$ cat config.mk
export PLATFORM = sky130hd
export DESIGN_NAME = wb_periph_decoder
export DESIGN_NICKNAME = d
export VERILOG_FILES = /design/src/rtl/wb_periph_decoder.sv
export SDC_FILE = /design/constraint.sdc
export NUM_CORES = 1
export LEC_CHECK = 0
export BUFFER_PORTS_ARGS = -buffer_cell sky130_fd_sc_hd__buf_4
export CORE_MARGIN = 3
export CORE_UTILIZATION = 30
export CTS_BUF_LIST = sky130_fd_sc_hd__clkbuf_8 sky130_fd_sc_hd__clkbuf_16
export CTS_CLUSTER_DIAMETER = 40
export DETAILED_ROUTE_END_ITERATION = 12
export PLACE_DENSITY = 0.57
export SLEW_MARGIN = 10
export SYNTH_ARGS = -nofsm -noshare
export SYNTH_HDL_FRONTEND = slang
export SYNTH_SLANG_ARGS = --single-unit
export TNS_END_PERCENT = 50
$ cat constraint.sdc
create_clock -name clk_i -period 5 [get_ports clk_i]
set_input_delay 0 -clock clk_i [delete_from_list [all_inputs] [get_ports clk_i]]
set_output_delay 0 -clock clk_i [all_outputs]
set_load 0.05 [all_outputs]
$ cat src/rtl/wb_periph_decoder.sv
// Single-master Wishbone classic address decoder and response tracker.
// Latency: slave strobe one cycle after the request; master ack/err one cycle after the slave ack or timeout.
// Backpressure: one transaction in flight; master inputs are ignored outside IDLE, except that dropping cyc aborts.
//
// Ports:
//   clk_i, rst_ni      clock, asynchronous active-low reset
//   wbm_*              master side (request in, registered ack/err/rdata out)
//   wbs_*              slave side (shared addr/wdata/we/sel, one-hot stb/cyc, per-slave ack/rdata)
//   err_count_o        saturating count of error responses returned to the master
module wb_periph_decoder #(
    parameter int                   ADDR_WIDTH     = 32,
    parameter int                   DATA_WIDTH     = 32,
    parameter int                   NUM_SLAVES     = 4,
    parameter int                   SEL_LSB        = 16,
    parameter int                   SEL_WIDTH      = 4,
    parameter int                   TIMEOUT_CYCLES = 255,
    parameter logic [DATA_WIDTH-1:0] ERR_DATA      = 32'hDEAD_BEEF
) (
    input  logic                             clk_i,
    input  logic                             rst_ni,
    input  logic [ADDR_WIDTH-1:0]            wbm_addr_i,
    input  logic [DATA_WIDTH-1:0]            wbm_wdata_i,
    input  logic                             wbm_we_i,
    input  logic [DATA_WIDTH/8-1:0]          wbm_sel_i,
    input  logic                             wbm_stb_i,
    input  logic                             wbm_cyc_i,
    output logic [DATA_WIDTH-1:0]            wbm_rdata_o,
    output logic                             wbm_ack_o,
    output logic                             wbm_err_o,
    output logic [ADDR_WIDTH-1:0]            wbs_addr_o,
    output logic [DATA_WIDTH-1:0]            wbs_wdata_o,
    output logic                             wbs_we_o,
    output logic [DATA_WIDTH/8-1:0]          wbs_sel_o,
    output logic [NUM_SLAVES-1:0]            wbs_stb_o,
    output logic [NUM_SLAVES-1:0]            wbs_cyc_o,
    input  logic [NUM_SLAVES-1:0]            wbs_ack_i,
    input  logic [NUM_SLAVES*DATA_WIDTH-1:0] wbs_rdata_i,
    output logic [7:0]                       err_count_o
);

    localparam int SW = DATA_WIDTH / 8;

    typedef enum logic [1:0] {
        IDLE   = 2'd0,
        ACCESS = 2'd1,
        RESP   = 2'd2
    } state_e;

    state_e                  state_q, state_d;
    logic [SEL_WIDTH-1:0]    idx_q, idx_d;
    logic [7:0]              tmo_q, tmo_d;
    logic [NUM_SLAVES-1:0]   stb_q, stb_d;
    logic [ADDR_WIDTH-1:0]   addr_q, addr_d;
    logic [DATA_WIDTH-1:0]   wdata_q, wdata_d;
    logic                    we_q, we_d;
    logic [SW-1:0]           sel_q, sel_d;
    logic [DATA_WIDTH-1:0]   rdata_q, rdata_d;
    logic                    ack_q, ack_d;
    logic                    err_q, err_d;
    logic [7:0]              cnt_q, cnt_d;

    logic [SEL_WIDTH-1:0]    req_idx;
    logic [31:0]             req_idx_ext;
    logic                    req_mapped;
    logic [NUM_SLAVES-1:0]   req_onehot;
    logic                    sel_ack;
    logic [DATA_WIDTH-1:0]   sel_rdata;
    logic [7:0]              cnt_inc;

    assign req_idx     = wbm_addr_i[SEL_LSB +: SEL_WIDTH];
    assign req_idx_ext = {{(32-SEL_WIDTH){1'b0}}, req_idx};
    assign req_mapped  = (req_idx_ext < 32'(NUM_SLAVES));
    assign cnt_inc     = (cnt_q == 8'hFF) ? cnt_q : cnt_q + 8'd1;

    // Decode the request index and mux the selected slave's response.
    // Looping instead of indexing keeps unmapped indices from reading past the bus.
    always_comb begin
        req_onehot = '0;
        sel_ack    = 1'b0;
        sel_rdata  = '0;
        for (int i = 0; i < NUM_SLAVES; i++) begin
            req_onehot[i] = (req_idx == SEL_WIDTH'(i));
            if (idx_q == SEL_WIDTH'(i)) begin
                sel_ack   = wbs_ack_i[i];
                sel_rdata = wbs_rdata_i[i*DATA_WIDTH +: DATA_WIDTH];
            end
        end
    end

    // Next-state and next-output logic; every output is a flop fed from here.
    always_comb begin
        state_d = state_q;
        idx_d   = idx_q;
        tmo_d   = tmo_q;
        stb_d   = stb_q;
        addr_d  = addr_q;
        wdata_d = wdata_q;
        we_d    = we_q;
        sel_d   = sel_q;
        rdata_d = rdata_q;
        cnt_d   = cnt_q;
        ack_d   = 1'b0;
        err_d   = 1'b0;

        unique case (state_q)
            IDLE: begin
                if (wbm_cyc_i && wbm_stb_i) begin
                    addr_d  = wbm_addr_i;
                    wdata_d = wbm_wdata_i;
                    we_d    = wbm_we_i;
                    sel_d   = wbm_sel_i;
                    idx_d   = req_idx;
                    tmo_d   = 8'd0;
                    if (req_mapped) begin
                        stb_d   = req_onehot;
                        state_d = ACCESS;
                    end else begin
                        // Unmapped: the error is raised straight away so it is visible in the RESP cycle.
                        err_d   = 1'b1;
                        rdata_d = ERR_DATA;
                        cnt_d   = cnt_inc;
                        state_d = RESP;
                    end
                end
            end
            ACCESS: begin
                if (!wbm_cyc_i) begin
                    // Master abort: release the slave, no response.
                    stb_d   = '0;
                    state_d = IDLE;
                end else if (sel_ack) begin
                    stb_d   = '0;
                    ack_d   = 1'b1;
                    rdata_d = we_q ? '0 : sel_rdata;
                    state_d = RESP;
                end else if (tmo_q == 8'(TIMEOUT_CYCLES - 1)) begin
                    stb_d   = '0;
                    err_d   = 1'b1;
                    rdata_d = ERR_DATA;
                    cnt_d   = cnt_inc;
                    state_d = RESP;
                end else begin
                    tmo_d = tmo_q + 8'd1;
                end
            end
            RESP: begin
                state_d = IDLE;
            end
            default: begin
                stb_d   = '0;
                state_d = IDLE;
            end
        endcase
    end

    always_ff @(posedge clk_i or negedge rst_ni) begin
        if (!rst_ni) begin
            state_q <= IDLE;
            idx_q   <= '0;
            tmo_q   <= '0;
            stb_q   <= '0;
            addr_q  <= '0;
            wdata_q <= '0;
            we_q    <= 1'b0;
            sel_q   <= '0;
            rdata_q <= '0;
            ack_q   <= 1'b0;
            err_q   <= 1'b0;
            cnt_q   <= '0;
        end else begin
            state_q <= state_d;
            idx_q   <= idx_d;
            tmo_q   <= tmo_d;
            stb_q   <= stb_d;
            addr_q  <= addr_d;
            wdata_q <= wdata_d;
            we_q    <= we_d;
            sel_q   <= sel_d;
            rdata_q <= rdata_d;
            ack_q   <= ack_d;
            err_q   <= err_d;
            cnt_q   <= cnt_d;
        end
    end

    // Classic Wishbone slaves here see cyc and stb together, so one register drives both.
    assign wbs_stb_o   = stb_q;
    assign wbs_cyc_o   = stb_q;
    assign wbs_addr_o  = addr_q;
    assign wbs_wdata_o = wdata_q;
    assign wbs_we_o    = we_q;
    assign wbs_sel_o   = sel_q;
    assign wbm_rdata_o = rdata_q;
    assign wbm_ack_o   = ack_q;
    assign wbm_err_o   = err_q;
    assign err_count_o = cnt_q;

endmodule

=== Word-level counts from Yosys, hierarchy flattened ===
Index checks and enable logic that the tools add are counted.

* Bitwise operators: 1
* Mux-type cells: 48
* Reduce and logical (&&, ||, !) cells: 11
* Order comparisons: 1
* Equal/unequal tests: 19
* $add $sub $neg: 2

{| class="wikitable"
|+ Operators with widths
! kind !! count
|-
| 32-bit two-way mux || 10
|-
| 8-bit two-way mux || 10
|-
| 32-bit one-hot mux with 2 select lines || 1
|-
| 8-bit one-hot mux with 2 select lines || 2
|-
| 4-bit two-way mux || 5
|-
| 8-bit by 1-bit adder with 8-bit output, second input constant || 2
|-
| 4-bit by 2-bit equality test with 1-bit output, second input constant || 4
|-
| 8-bit equality test, second input constant || 2
|-
| 2-bit inequality test, second input constant || 7
|-
| 1-bit two-way mux || 12
|-
| 4-bit one-hot mux with 3 select lines || 1
|-
| 2-bit two-way mux || 5
|-
| 5-bit AND reduction || 2
|-
| 4-bit by 1-bit equality test with 1-bit output, second input constant || 2
|-
| 4-bit zero test || 2
|-
| 6-bit AND reduction || 1
|-
| 4-bit by 3-bit < comparator with 1-bit output, second input constant || 1
|-
| 4-bit inequality test, second input constant || 1
|-
| 2-bit one-hot mux with 2 select lines || 1
|-
| 2-bit AND reduction || 2
|-
| 4-bit AND reduction || 1
|-
| 3-bit inequality test, second input constant || 1
|-
| 2-bit by 1-bit equality test with 1-bit output, second input constant || 1
|-
| 2-bit equality test, second input constant || 1
|-
| other kinds (5) || 5
|}

* Bits of input ports: 205
* Logic and storage cells: 94
* Flip-flop bits (word level): 129
* Output and inout port bits: 119

=== Logic depth before layout (Yosys ltp) ===
Gate-level depths: netlist of run 1.

* Word-level depth: 9
* Mapped depth: 8
* Depth with buffers taken out: 6

=== Least setup slack after synthesis of run 1 ===
OpenSTA, ideal clock, no wires.

* Path type: flip-flop to flip-flop
* From: register idx_q[0]
* To: register cnt_q[7], in the netlist err_count_o[7]
* Setup time: 0.082 ns
* Clock period less this slack: 2.437 ns
* Arrival: 2.355 ns
* Cell stages (with the launch flop): 8
* Setup slack: 2.563 ns
* Path buffers: 2
* Data required time: 4.918 ns
* Cells stage by stage: dfrtp_1 > buf_6 > mux4_2 > and3_4 > a2111o_1 > buf_6 > nor4_4 > xor2_1

* Word-level cells in the longest chain between the ends: 7
* Elaborated cells on any way between the ends: 10
* Classes of those cells: eq/ne: 4; mux: 4; reduce/logical: 2

{| class="wikitable"
|+ Ends and longest elaborated chain
! what !! line !! text
|-
| start, declared || 50 || <nowiki>logic [SEL_WIDTH-1:0] idx_q, idx_d;</nowiki>
|-
| start signal, assigned || 172 || <nowiki>idx_q <= idx_d;</nowiki>
|-
| 4-bit zero test || 83 || <nowiki>if (idx_q == SEL_WIDTH'(i)) begin</nowiki>
|-
| 1-bit two-way mux (3 in a row) || 83 ||
|-
| 1-bit two-way mux (*) || 83 ||
|-
| 2-bit inequality test (no line) (*) || - ||
|-
| 6-bit AND reduction (no line) (*) || - ||
|-
| end signal, assigned || 182 || <nowiki>cnt_q <= cnt_d;</nowiki>
|-
| end, declared || 60 || <nowiki>logic [7:0] cnt_q, cnt_d;</nowiki>
|}

Mark *: on every way between the ends. The rest lies on a longest branch, timed or not.
A chain may end at the register's enable or synchronous reset.

=== Worst setup path in the final report of run 1 ===
* From: register idx_q[1]
* To: register stb_q[2], in the netlist wbs_cyc_o[2]

* Word-level cells in the longest chain between the ends: 8
* Elaborated cells on any way between the ends: 13
* Classes of those cells: eq/ne: 4; mux: 7; reduce/logical: 2

{| class="wikitable"
|+ Ends and longest elaborated chain
! what !! line !! text
|-
| 4-bit zero test || 83 ||
|-
| 1-bit two-way mux (3 in a row) || 83 ||
|-
| 1-bit two-way mux (*) || 83 ||
|-
| 4-bit two-way mux || 131 || <nowiki>end else if (sel_ack) begin</nowiki>
|-
| 4-bit two-way mux || 127 || <nowiki>if (!wbm_cyc_i) begin</nowiki>
|-
| 4-bit one-hot mux with 3 select lines || 105 || <nowiki>unique case (state_q)</nowiki>
|-
| end signal, assigned || 174 || <nowiki>stb_q <= stb_d;</nowiki>
|-
| end, declared || 52 || <nowiki>logic [NUM_SLAVES-1:0] stb_q, stb_d;</nowiki>
|}

Marks and branches as above.

==> results of run 1 <==
==> tightest hold or removal path, stage by stage <==
cell      delay [ps]
buf_4             80
o221ai_1          90
o21ai_0           80
a31o_2           150
==> path summary, 6_finish.rpt <==
check	startpoint	endpoint	slack [ps]	depth (start not counted)
max in group asynchronous	rst_ni	wbs_addr_o[22]$_DFFE_PN0P_	3650	3
max reg2reg	idx_q[1]$_DFFE_PN0P_	wbs_cyc_o[2]$_DFFE_PN0P_	1760	6
min in group asynchronous	rst_ni	wbm_rdata_o[27]$_DFFE_PN0P_	170	2
max	idx_q[1]$_DFFE_PN0P_	wbs_cyc_o[2]$_DFFE_PN0P_	1760	6
min reg2reg	wbs_wdata_o[31]$_DFFE_PN0P_	wbs_wdata_o[31]$_DFFE_PN0P_	480	2
min	wbs_rdata_i[110]	wbm_rdata_o[14]$_DFFE_PN0P_	20	4
==> cells by family after synthesis <==
| logic type | after synthesis | synth area share |
|---|---|---|
| simple gates | 302 | 0.2102 |
| compound gates | 151 | 0.1627 |
| flops | 125 | 0.5142 |
| buf+inv | 57 | 0.04072 |
| mux | 31 | 0.05594 |
| xor+xnor | 7 | 0.01008 |
| fa+ha+maj | 3 | 0.006171 |
==> routing by layer <==
metal / vias to the layer above / share of wire / track usage
met3: 15 / 0.091 / 0.06246
met1: 2975 / 0.43 / 0.2669
met4: 0 / 0.0098 / 0.05266
met5: - / 0 / 0
li1: 3097 / - / -
met2: 273 / 0.47 / 0.3316
==> power breakdown <==
part / internal (mW) / total, mW / leakage [nW] / switching [mW]
clock network: 0.711 / 1.19 / 0.269 / 0.481
logic: 0.493 / 1.36 / 3.15 / 0.867
registers: 1.15 / 1.29 / 1.50 / 0.144
==> flip-flops by register name, indices dropped and copies added (netlist names) <==
signal,count
wbm_rdata_o,32
wbs_sel_o,4
wbs_we_o,1
err_count_o,8
wbs_cyc_o,4
tmo_q,8
state_q,2
wbm_ack_o,1
wbs_wdata_o,32
wbs_addr_o,29
idx_q,3
wbm_err_o,1
==> repair_timing <==
item                                    in CTS  in global routing
endpoints found under the setup margin       0                  0
hold buffers                                86                  0
endpoints found under the hold margin      169                  0
==> stage by stage <==
step	total power [mW]	setup slack [ps]
finish	3.840	1758
CTS	3.878	1745
detailed placement	2.615	2233
global route	4.031	1457
global placement	2.607	2285
floorplan	2.115	2563
==> cell type report <==
| cell class | count | area (sq um) | area share |
|---|---|---|---|
| Timing Repair Buffer | 415 | 3334 | 0.3294 |
| Sequential cell | 125 | 3131 | 0.3093 |
| Multi-Input combinational cell | 494 | 2731 | 0.2698 |
| Clock buffer | 19 | 452.9 | 0.04475 |
| Tap cell | 265 | 331.6 | 0.03276 |
| Clock inverter | 13 | 116.4 | 0.01150 |
| Inverter | 6 | 22.52 | 0.002225 |
| Antenna cell | 1 | 2.502 | 0.0002472 |
==> layout by cell type (no fill, tap or decap), types with 3 or more instances in the layout <==
cell / instances
a21oi_1: 44
mux2i_1: 16
a211oi_1: 15
inv_1: 7
o21ai_0: 21
a31o_2: 6
dfrtp_1: 123
ha_1: 3
o221ai_1: 6
nand2b_1: 3
a31oi_1: 17
o211ai_1: 11
clkinvlp_4: 5
xor2_1: 5
dlygate4sd3_1: 86
o22a_1: 11
nor2_1: 31
nor3_1: 5
nand2_1: 214
nor2b_1: 21
o22ai_1: 5
and3_1: 3
clkbuf_16: 17
nand3_1: 11
buf_4: 328
mux2_2: 14
==> flow_summary.ini, run 1 <==
[layout]
fill_cells = 1850
finish.utilization = 0.5134
area_growth_pct = 66.39
final_nets = 1267
final_layout_size_suffix_gt1_frac = 0.3638
finalNonFillerCells = 1338
fin_area_sq_um = 10120

[yosys]
synth_seq_cells = 125
synth.yosys.seq_area_share = 0.5142
ys.flop_type = dfrtp_1
netlist_top_cells_count = nand2_1 (215), dfrtp_1 (125), a21oi_1 (44)
yosysTopAreaCell = dfrtp_1
synthArstFlopShare = 1.000
synth_edf_count = 0
yosysMostFrequentCell = nand2_1
synth.distinct_cells = 47
syn_inst = 676
yosys-top-cells-area = dfrtp_1 (51%), nand2_1 (13%), a21oi_1 (3.6%)
synth_area_per_cell_sq_um = 8.999
synth_top_area_share = 0.5142
synth_nets = 884
syn-cell-area_sq_um = 6083
ys_warn_count = 0

[setup_path]
crit_arrival_ps = 3580
path_delay_family = flip-flops
path_buf_inv = 1
cp-end-kind = flop
crit_path_cell_trace = mux2_2 -> a22oi_2 -> nand4_1 -> o21ai_0 -> o2bb2ai_1 -> dlygate4sd3_1
slowest_stage = dfrtp_2
worst_setup_path_start_kind = flop
max_stage_delay_ps = 970
crit_fanout = 46
critPathRequiredTime_ps = 5340
critical_path_class = flop to flop

[sta]
final.min_clock_period_ps = 3242
tns_ps = 0
post-route-period-util = 0.6483
final-setup-viol-count = 0
worst_pin_slew_ps = 936.9
timing.fmax_ghz = 0.3085
rsz0062_at_grt = false
holdWs_ps = 24.23
slew_headroom = 0.3754
hold_viol = 0
skew_ps = 9.452
slew_violations = 0

[power]
p_per_area_nw_per_um2 = 379.4
max-vdd-ir-drop_mv = 0.2609
leakage_nw = 4.922

[clock_tree]
cts_buffers = 17
ctsResizeCount = 0
h-tree-depth = 4
clkTransAtPathRegs_ps = 60
cts_tree = yes
cts_setup_buffers = 0
root_buffer = clkbuf_16
cts.sinks = 125
cts_buffer_depth = 2
clk_latency_ps = 420

[die]
start_util = 0.3085
die_h_um = 148.4
design.core.area_sq_um = 19720
fp.dieArea_sq_um = 22020
std_cell_rows = 51
die_x_um = 148.4
boundaryPins = 324

[job]
cap_violations = 0

[global_route]
grt_max_degree = 78
antenna_found_initial = 1
track_usage = 0.2040
grt_pass1_vias = 6483
grt_overflow = 0
grt_pass1_wl_um = 35830

[detailed_routing]
drtIter0Drc = 298
antenna_left = 0
vias = 6360
drc = 0
avgRoutedWirePerCell_um = 17.06
first_pass_iters = 6
routed_wl_um = 22830
post_drt_via_cell_ratio = 4.753

[worst_hold_path]
hold_class = input pin to flop

[placed_design]
placedCellCount = 1219
placed_cell_area_sq_um = 8690
port-buffer-count = 323
routabilityCongestion = 0.8389
dp_hpwl_um = 16180

[status]
status = completed
(Power assumes the default switching activity.)
==> run 2: changes to the inputs <==
--- a/config.mk
+++ b/config.mk
@@ -5,13 +5,14 @@
 export SDC_FILE = /design/constraint.sdc
 export NUM_CORES = 1
 export LEC_CHECK = 0
+export ABC_AREA = 1
 export BUFFER_PORTS_ARGS = -buffer_cell sky130_fd_sc_hd__buf_4
 export CORE_MARGIN = 3
 export CORE_UTILIZATION = 30
 export CTS_BUF_LIST = sky130_fd_sc_hd__clkbuf_8 sky130_fd_sc_hd__clkbuf_16
 export CTS_CLUSTER_DIAMETER = 40
 export DETAILED_ROUTE_END_ITERATION = 12
-export PLACE_DENSITY = 0.57
+export PLACE_DENSITY = 0.59
 export SLEW_MARGIN = 10
 export SYNTH_ARGS = -nofsm -noshare
 export SYNTH_HDL_FRONTEND = slang
==> constraint.sdc (replaced) <==
create_clock -name clk_i -period 2.9 [get_ports clk_i]
set_input_delay 0 -clock clk_i [delete_from_list [all_inputs] [get_ports clk_i]]
set_output_delay 0 -clock clk_i [all_outputs]
set_load 0.05 [all_outputs]
==> run 2 against run 1 <==
Sequential cell count unchanged. Routed wire length is 7.8% higher. Highest routed layer unchanged. Cell area increased by 6.7%. Sequential power grew 110%. Synthesized area grew 5.7%. Clock power increased by 88%. Critical path depth grew 5. Critical path type unchanged. Largest power group unchanged. Register-to-register slack lost 1600 ps. Largest cell class unchanged. Worst setup slack worse by 1600 ps.
==> flow_summary.ini, run 2 <==
[placed_design]
placed_cell_area_sq_um = 9119
placedCellCount = 1469
port-buffer-count = 323
dp_hpwl_um = 17160
routabilityCongestion = 0.8863

[sta]
final.min_clock_period_ps = 2720
final-setup-viol-count = 0
slew_violations = 0
post-route-period-util = 0.9380
skew_ps = 9.460
worst_pin_slew_ps = 947.1
tns_ps = 0
slew_headroom = 0.3686
timing.fmax_ghz = 0.3676
hold_viol = 0
rsz0062_at_grt = false

[yosys]
syn_inst = 907
synth.distinct_cells = 30
yosysMostFrequentCell = nand2_1
netlist_top_cells_count = nand2_1 (494), dfrtp_1 (125), nand3_1 (52)
synth_area_per_cell_sq_um = 7.086
yosysTopAreaCell = dfrtp_1
synth.yosys.seq_area_share = 0.4867
synth_top_area_share = 0.4867
synth_nets = 1115
ys.flop_type = dfrtp_1
yosys-top-cells-area = dfrtp_1 (49%), nand2_1 (29%), nand3_1 (4.0%)
ys_warn_count = 0
synthArstFlopShare = 1.000
syn-cell-area_sq_um = 6427
synth_seq_cells = 125
synth_edf_count = 0

[layout]
fill_cells = 2005
final_layout_size_suffix_gt1_frac = 0.2927
antenna_cells = 0
fin_area_sq_um = 10800
final_nets = 1531
layout_commonest_cell = nand2_1
area_growth_pct = 67.96
final_cell_mix = nand2_1 (494), buf_4 (332), dfrtp_1 (125)
finish.utilization = 0.5234
finalNonFillerCells = 1606

[clock_tree]
h-tree-depth = 4
clkTransAtPathRegs_ps = 60
cts.sinks = 125
cts_tree = yes
cts_buffer_depth = 2
cts_buffers = 17
clk_latency_ps = 420
cts_setup_buffers = 0
root_buffer = clkbuf_16

[detailed_routing]
antenna_left = 0
vias = 7376
post_drt_via_cell_ratio = 4.593
drtIter0Drc = 371
drc = 0
routed_wl_um = 24610
avgRoutedWirePerCell_um = 15.32
first_pass_iters = 5

[power]
p_int_mw = 5.239
p_per_area_nw_per_um2 = 940.9
power.total_mw = 10.16
clockPowerShare = 0.220
leakage_nw = 5.728
comb_power_share = 0.514
switchingPower_mw = 4.919
max-vdd-ir-drop_mv = 0.5803
pwr-share-seq = 0.266
switching_share = 0.4842

[setup_path]
critPathRequiredTime_ps = 3260
crit_path_cell_trace = inv_1 -> nand2_1 -> nor3_4 -> nand2_1 -> nand3_1 -> dlygate4sd3_1 -> nand2_1 -> dlygate4sd3_1 -> nand2_1 -> nand2_1 -> nand2_1
cp_common_cell = nand2_1
slowest_stage = dlygate4sd3_1
max_stage_delay_ps = 550
crit_arrival_ps = 3080
critical_path_class = flop to flop
crit_fanout = 11
cp-end-kind = flop
worst_setup_path_start_kind = flop
path_buf_inv = 3
path_delay_family = buffers and inverters

[global_route]
track_usage = 0.2051
grt_pass1_wl_um = 38640
grt_max_degree = 70
antenna_found_initial = 0
grt_overflow = 0
grt_pass1_vias = 7382

[worst_hold_path]
hold_class = input pin to flop

[die]
die_h_um = 152.4
fp.dieArea_sq_um = 23220
start_util = 0.3116
std_cell_rows = 52
die_x_um = 152.4
design.core.area_sq_um = 20620
boundaryPins = 324

[status]
status = completed

[job]
cap_violations = 0
## run 2: tightest hold or removal path: cells and delay by family
kind | cells | cell delay, ps
buffers and inverters | 1 | 80
AND/OR/NAND/NOR | 6 | 320
## run 2: worst paths after layout
| path | start | to | slack (ps) | depth (start not counted) |
|---|---|---|---|---|
| worst max-delay path | wbs_addr_o[19]$_DFFE_PN0P_ | wbm_rdata_o[28]$_DFFE_PN0P_ | 180 | 11 |
| worst min-delay path | wbs_rdata_i[119] | wbm_rdata_o[23]$_DFFE_PN0P_ | 10 | 7 |
| worst max register to register | wbs_addr_o[19]$_DFFE_PN0P_ | wbm_rdata_o[28]$_DFFE_PN0P_ | 180 | 11 |
| worst min register to register | wbm_rdata_o[30]$_DFFE_PN0P_ | wbm_rdata_o[30]$_DFFE_PN0P_ | 470 | 2 |
| max in group asynchronous | rst_ni | wbm_err_o$_DFF_PN0_ | 1970 | 3 |
| min in group asynchronous | rst_ni | wbs_wdata_o[2]$_DFFE_PN0P_ | 180 | 2 |
## run 2: routing by layer
layer	wire length (um)	track usage
met1	10240	0.2491
met2	11910	0.3467
met3	1612	0.05254
met4	847	0.08604
met5	0	0
## run 2: what timing repair did
| action | CTS | global route |
|---|---|---|
| endpoints found under the setup margin | 0 | 29 |
| gates resized for setup | 0 | 1 |
| endpoints found under the hold margin | 145 | 0 |
| hold buffers | 104 | 0 |
## run 2: layout make-up
cell class,count,area (sq um),share of cell area
clock buffer,17,425.4,0.03941
clock inverter,15,197.7,0.01831
inverter,52,195.2,0.01808
multi-input combinational,688,2927,0.2711
sequential,125,3128,0.2898
tap,270,337.8,0.03129
timing repair buffer,439,3585,0.3321
## run 2: kinds of logic (layout without fill, tap and decap cells)
group,count (synthesis),count (layout),synth area share
fa+ha+maj,3,3,0.005841
flops,125,125,0.4867
simple gates,621,621,0.3891
xor+xnor,6,6,0.008177
buf+inv,95,523,0.06210
compound gates,57,58,0.04808
## run 2: stage by stage
step	setup WS [ps]	hold WS (ps)
2_1_floorplan	944.2	-295.6
3_3_place_gp	295.6	99.45
3_5_place_dp	223.3	104.4
4_1_cts	145.9	0.2180
5_1_grt	16.31	31.78
6_report	179.7	12.05
## run 2: power by group through the flow
stage	clock network [mW]	logic [mW]	registers [mW]
detailed placement	0	5.03	2.70
floorplan	0	1.40	4.56
global route	2.36	5.60	2.77
CTS	2.29	5.22	2.69
global placement	0	5.00	2.70
finish	2.24	5.22	2.70
